--- src/rtl/tdm_mux_pkg.sv ---
// Shared types and helpers for the tdm_mux block: FSM encoding, mode constants
// and the channel-slice offset helper.
package tdm_mux_pkg;

  typedef enum logic [1:0] {
    ST_MANUAL = 2'd0,
    ST_SCAN   = 2'd1,
    ST_HOLD   = 2'd2
  } state_e;

  localparam logic MODE_MANUAL = 1'b0;
  localparam logic MODE_SCAN   = 1'b1;

  // LSB position of channel ch inside the packed input vector.
  function automatic int ch_lsb(input int ch, input int width);
    return ch * width;
  endfunction

endpackage

--- src/rtl/tdm_mux_next_ch.sv ---
// Finds the next enabled channel after ptr_i (with wrap) and flags whether any
// channel is enabled at all. Used only when TDM_MUX_MASK_EN is defined.
module tdm_mux_next_ch #(
  parameter int CHANNELS = 4,
  parameter int SEL_W    = $clog2(CHANNELS)
) (
  input  logic [SEL_W-1:0]    ptr_i,
  input  logic [CHANNELS-1:0] mask_i,
  output logic [SEL_W-1:0]    next_ch_o,
  output logic                any_en_o
);

  // Scan distances from farthest to nearest so the nearest enabled one wins;
  // with only ptr_i itself enabled the pointer stays put.
  always_comb begin
    next_ch_o = ptr_i;
    for (int k = CHANNELS - 1; k >= 1; k--) begin
      if (mask_i[(int'(ptr_i) + k) % CHANNELS]) begin
        next_ch_o = SEL_W'((int'(ptr_i) + k) % CHANNELS);
      end
    end
  end

  assign any_en_o = |mask_i;

endmodule

--- src/rtl/tdm_mux.sv ---
// Registered N-channel mux with manual select and round-robin scan mode,
// valid/ready output. Optional channel mask enabled by TDM_MUX_MASK_EN.
module tdm_mux
  import tdm_mux_pkg::*;
#(
  parameter int WIDTH    = 4,
  parameter int CHANNELS = 4,
  parameter int DWELL    = 2,
  parameter int SEL_W    = $clog2(CHANNELS)
) (
  input  logic                      clk,
  input  logic                      rst,
  input  logic [WIDTH*CHANNELS-1:0] d,
  input  logic                      mode,
  input  logic [SEL_W-1:0]          sel,
  input  logic                      out_ready,
`ifdef TDM_MUX_MASK_EN
  input  logic [CHANNELS-1:0]       ch_mask,
`endif
  output logic [WIDTH-1:0]          y,
  output logic [SEL_W-1:0]          y_ch,
  output logic                      y_valid
);

  localparam int CNT_W = (DWELL > 1) ? $clog2(DWELL) : 1;
  localparam logic [CNT_W-1:0] CNT_LAST = CNT_W'(DWELL - 1);

  state_e             state_q, state_d;
  logic [SEL_W-1:0]   ptr_q, ptr_d;
  logic [CNT_W-1:0]   cnt_q, cnt_d;
  logic [WIDTH-1:0]   y_q, y_d;
  logic [SEL_W-1:0]   y_ch_q, y_ch_d;
  logic               y_valid_q, y_valid_d;

  logic               free;
  logic               load_en;
  logic               adv;
  logic [SEL_W-1:0]   load_ch;
  logic [SEL_W-1:0]   sel_c;
  logic [SEL_W-1:0]   ptr_adv;
  logic               ptr_ok;
  logic               sel_ok;

  assign free  = !y_valid_q || out_ready;
  assign sel_c = (int'(sel) >= CHANNELS) ? SEL_W'(CHANNELS - 1) : sel;

`ifdef TDM_MUX_MASK_EN
  logic any_en;

  tdm_mux_next_ch #(
    .CHANNELS (CHANNELS),
    .SEL_W    (SEL_W)
  ) u_next_ch (
    .ptr_i     (ptr_q),
    .mask_i    (ch_mask),
    .next_ch_o (ptr_adv),
    .any_en_o  (any_en)
  );

  assign ptr_ok = any_en && ch_mask[ptr_q];
  assign sel_ok = ch_mask[sel_c];
`else
  assign ptr_adv = (ptr_q == SEL_W'(CHANNELS - 1)) ? '0 : ptr_q + 1'b1;
  assign ptr_ok  = 1'b1;
  assign sel_ok  = 1'b1;
`endif

  always_comb begin
    state_d = state_q;
    ptr_d   = ptr_q;
    cnt_d   = cnt_q;
    load_en = 1'b0;
    load_ch = ptr_q;
    adv     = 1'b0;

    case (state_q)
      ST_MANUAL: begin
        if (mode == MODE_SCAN) begin
          state_d = ST_SCAN;
          ptr_d   = '0;
          cnt_d   = '0;
        end else if (free && sel_ok) begin
          load_en = 1'b1;
          load_ch = sel_c;
        end
      end
      ST_SCAN: begin
        if (mode == MODE_MANUAL) begin
          state_d = ST_MANUAL;
          if (free && sel_ok) begin
            load_en = 1'b1;
            load_ch = sel_c;
          end
        end else if (cnt_q != CNT_LAST) begin
          cnt_d = cnt_q + 1'b1;
        end else if (!free) begin
          state_d = ST_HOLD;
        end else begin
          adv = 1'b1;
        end
      end
      ST_HOLD: begin
        // Leaving a stalled scan never loads; the held sample drains first.
        if (mode == MODE_MANUAL) begin
          state_d = ST_MANUAL;
        end else if (free) begin
          adv     = 1'b1;
          state_d = ST_SCAN;
        end
      end
      default: state_d = ST_MANUAL;
    endcase

    // A masked-off pointer is skipped without a load; the slot stays due.
    if (adv) begin
      ptr_d = ptr_adv;
      if (ptr_ok) begin
        load_en = 1'b1;
        load_ch = ptr_q;
        cnt_d   = '0;
      end
    end

    y_d       = y_q;
    y_ch_d    = y_ch_q;
    y_valid_d = y_valid_q;
    if (load_en) begin
      y_d       = d[ch_lsb(int'(load_ch), WIDTH) +: WIDTH];
      y_ch_d    = load_ch;
      y_valid_d = 1'b1;
    end else if (out_ready) begin
      y_valid_d = 1'b0;
    end
  end

  always_ff @(posedge clk) begin
    if (rst) begin
      state_q   <= ST_MANUAL;
      ptr_q     <= '0;
      cnt_q     <= '0;
      y_q       <= '0;
      y_ch_q    <= '0;
      y_valid_q <= 1'b0;
    end else begin
      state_q   <= state_d;
      ptr_q     <= ptr_d;
      cnt_q     <= cnt_d;
      y_q       <= y_d;
      y_ch_q    <= y_ch_d;
      y_valid_q <= y_valid_d;
    end
  end

  assign y       = y_q;
  assign y_ch    = y_ch_q;
  assign y_valid = y_valid_q;

endmodule
--- config.mk ---
export PLATFORM = sky130hd
export DESIGN_NAME = tdm_mux
export DESIGN_NICKNAME = d
export VERILOG_FILES = /design/src/rtl/tdm_mux_pkg.sv /design/src/rtl/tdm_mux_next_ch.sv /design/src/rtl/tdm_mux.sv
export SDC_FILE = /design/constraint.sdc
export NUM_CORES = 1
export LEC_CHECK = 0
export ABC_AREA = 0
export CORE_UTILIZATION = 45
export CTS_CLUSTER_SIZE = 12
export DETAILED_ROUTE_END_ITERATION = 12
export HOLD_SLACK_MARGIN = 0.15
export PLACE_DENSITY = 0.76
export SYNTH_ARGS = -nofsm -noshare
export SYNTH_HDL_FRONTEND = slang
export SYNTH_SLANG_ARGS = --single-unit
--- constraint.sdc ---
create_clock -name clk -period 5.35 [get_ports clk]
set_clock_uncertainty 0.15 [all_clocks]
set_input_delay 1.605 -clock clk [delete_from_list [all_inputs] [get_ports clk]]
set_output_delay 1.605 -clock clk [all_outputs]
set_load 0.005 [all_outputs]
==> key figures <==
GRT
  • Number of global-route vias before repair: 917
  • Number of antenna violations at the first check in global routing: 0
  • Total Routing Usage GR: 21.8%
  • First-pass GRT wire length: 4270 um
  • Pin count of the biggest net entering global routing: 21
  • Overflow left after global routing: 0

Timing
  • Achievable frequency: 292 MHz
  • Final clock period utilization by the worst path: 63.9%
  • Transition time at the pin with the least slew margin: 0.801 ns
  • Final TNS setup: 0 ns
  • Final setup violation count: 0
  • Worst max-slew margin expressed relative to the limit: 46.5%
  • Time the final worst path needs with I/O delays and setup: 3.42 ns
  • Final slew viol count: 0
  • Unrepaired setup endpoints after global routing: false
  • Final hold violation count: 0

Finish
  • Final cell count without fillers: 175
  • Sequential standard cell area: 240 um2
  • Syn-to-layout area delta: 28.1%
  • Total area of multi-input combinational cells: 702 um2
  • Net total in the final layout: 176
  • Final Core Density: 64.0%
  • Number of diodes added for antenna fixing: 0
  • Fraction of layout cells with a size suffix above 1: 6.08%
  • Number of fill cells in the layout: 196

Placed design
  • Port Buf Inserts: 28
  • Gp weighted congestion: 0.839
  • HPWL after detailed placement: 1900 um
  • Total instance count after detailed placement: 171

Critical path
  • Worst EP required: 5.39 ns
  • Setup slack, reg-to-reg: 3.22 ns
  • Setup Crit Path Kind: input pin to register
  • Critical Path, Cell by Cell: clkdlybuf4s50_1 > nor2b_1 > o21ai_1 > a211o_1 > o221ai_1
  • Critical path capture point type: register
  • Slowest-stage cell, CP: sky130_fd_sc_hd__nor2b_1
  • Arr. time, crit path: 3.46 ns
  • Maximum net fanout on the critical path: 11
  • Type of element launching the critical path: input pin
  • Crit-path max cell delay: 0.64 ns

Logic synthesis
  • Post-synthesis instance area: 0.00102 mm2
  • Top post-synthesis cells by area: sky130_fd_sc_hd__dfxtp_1 (24%), sky130_fd_sc_hd__nand2b_1 (9.8%), sky130_fd_sc_hd__a311oi_1 (7.7%)
  • Number of flops mapped to enable cells by yosys: 0
  • Proportion of synthesized chip area in sequential cells: 23.5%
  • Most instantiated flip-flop cell in the synthesis netlist: sky130_fd_sc_hd__dfxtp_1
  • Fraction of post-synthesis cell area in the top cell type by area: 23.5%
  • Cell accounting for the most synthesized area: sky130_fd_sc_hd__dfxtp_1
  • Syn Nets: 152
  • Synthesized area per cell: 8.17 um2
  • YS warnings: 0
  • Async set or reset register ratio after synthesis: 0%
  • Number of distinct library cells after synthesis: 35
  • Post-synthesis instance total: 125
  • Number of synthesized register bits: 12

Clock tree
  • Maximum number of buffers from clock root to sink: 2
  • Resized cells post-CTS: 0
  • H-tree level count: 1
  • Sink count of the clock tree: 12
  • Root cell of the clock tree: sky130_fd_sc_hd__clkbuf_4
  • Number of setup buffers added after CTS: 0
  • Clock tree from TritonCTS: yes
  • Total CTS buffers: 3
  • CTS Hold Bufs: 0
  • Source-to-sink clock delay at the later pin of the worst-skew pair: 0.27 ns
  • Clock transition at the registers of the reported paths: 0.08 ns

Floorplan
  • Chip width: 49.6 um
  • Die ar.: 0.00246 mm2
  • I/O Pins: 29
  • Area of the core region: 0.00204 mm2
  • Site row count: 16
  • Chip Height: 49.6 um
  • Starting utilization of the core area: 50.0%

Routing
  • Remaining antenna violation count: 0
  • Number of DRC markers after the initial detailed-route iteration: 29
  • Routed vias/inst: 6.01
  • Average wire per cell in the routed design: 14.7 um
  • Iteration count of the initial detailed-routing pass: 4
  • Routed Wire Length: 2580 um
  • Post-route DRC violation count: 0
  • Routed vias: 1,052

Power
  • Power density normalized to cell area: 212 mW/mm2
  • Lkg Pwr: 0.476 nW
  • Maximum resistive drop on vdd: 145 uV

Run
  • Max-cap violation count: 0

Run status
  • Run status: finished, final reports clean

Min path
  • Classification of the worst-slack hold path: register to register
[per-layer routing]
metal / vias up / track usage (%) / part of all wire [%]
li1: 521 / - / -
met1: 508 / 30.4 / 49
met2: 19 / 36.0 / 48
met3: 4 / 2.47 / 3.0
met4: 0 / 4.29 / 0.50
met5: - / 0 / 0
[cell usage in the layout, fill, tap and decap left out]
cell type and instances:
sky130_fd_sc_hd__o2111ai_1 1, sky130_fd_sc_hd__clkbuf_4 3, sky130_fd_sc_hd__o221ai_1 4, sky130_fd_sc_hd__ha_1 5, sky130_fd_sc_hd__o211a_1 1, sky130_fd_sc_hd__o211ai_1 2, sky130_fd_sc_hd__nand2b_1 16, sky130_fd_sc_hd__inv_1 4
sky130_fd_sc_hd__o21ai_1 2, sky130_fd_sc_hd__nor3_1 1, sky130_fd_sc_hd__and2_1 1, sky130_fd_sc_hd__or3_1 1, sky130_fd_sc_hd__a211oi_1 9, sky130_fd_sc_hd__clkdlybuf4s50_1 28, sky130_fd_sc_hd__nand4_1 1, sky130_fd_sc_hd__a22oi_1 2
sky130_fd_sc_hd__or2b_4 1, sky130_fd_sc_hd__nor2_1 2, sky130_fd_sc_hd__nor2b_1 1, sky130_fd_sc_hd__a211o_1 1, sky130_fd_sc_hd__a21oi_1 13, sky130_fd_sc_hd__nand2_4 1, sky130_fd_sc_hd__a221o_1 1, sky130_fd_sc_hd__mux2i_1 1
sky130_fd_sc_hd__o21ba_4 1, sky130_fd_sc_hd__nand3_1 2, sky130_fd_sc_hd__nand2_1 13, sky130_fd_sc_hd__nand3b_1 5, sky130_fd_sc_hd__o21bai_2 1, sky130_fd_sc_hd__a311oi_1 9, sky130_fd_sc_hd__clkbuf_8 1, sky130_fd_sc_hd__nand4bb_1 1
sky130_fd_sc_hd__nand3_2 1, sky130_fd_sc_hd__dfxtp_1 12
[worst max-delay path, delay by kind of cell]
kind                   cells  cell delay [ns]
AO/OA/AOI/OAI              3             0.78
AND/OR/NAND/NOR            1             0.64
buffers and inverters      1             0.44
[cells in the mapped netlist (all sizes together), types with 2 or more instances]
cell / number
a311oi: 9
clkbuf: 3
o211ai: 2
o21ai: 2
a21oi: 13
inv: 4
dfxtp: 12
ha: 5
nand2b: 16
nor2: 2
a22oi: 2
buf: 6
a211oi: 9
nand3b: 5
nand2: 14
nand3: 3
o221ai: 4
[area by class of cell]
class / instances / share of cell area, %
Clock buffer: 4 / 2.78
Inverter: 4 / 1.15
Multi-Input combinational cell: 100 / 53.7
Sequential cell: 12 / 18.4
Tap cell: 27 / 2.58
Timing Repair Buffer: 28 / 21.4
[cell families after synthesis]
| kind of cell | synth area share (%) |
|---|---|
| adders and majority gates | 6.13 |
| and+or+nand+nor | 27.2 |
| muxes | 0.980 |
| buffers and inverters | 7.72 |
| DFF | 23.5 |
| AOI/OAI and AO/OA | 34.4 |
[state kept, by name (all words and copies together) (netlist names)]
name	flops
y	4
ptr_q	2
state_q	2
y_ch	2
cnt_q	1
y_valid	1
[metrics by stage]
stage	hold slack, ns	worst slack (ns)	total power, mW	area (um2)
final	0.346	1.93	0.277	1310
after global routing	0.397	1.82	0.292	1310
after CTS	0.349	1.94	0.278	1310
after detailed placement	0.328	1.65	0.205	1270
after global placement	0.324	1.73	0.203	1270
after floorplan	0.325	2.45	0.168	1020
[where the power goes]
group          switching [mW]  total (mW)  internal [mW]
logic                  0.0491       0.100         0.0511
registers             0.00634       0.104         0.0977
clock network          0.0313      0.0727         0.0413
[path summary, 6_finish.rpt]
kind / startpoint / end / cells past startpoint
max: out_ready / y[2] / 5
min: y_ch[1] / y_ch[1] / 2
max reg2reg: state_q[1] / y[3] / 6
min reg2reg: y_ch[1] / y_ch[1] / 2
Power figures use the tool's default switching activity.
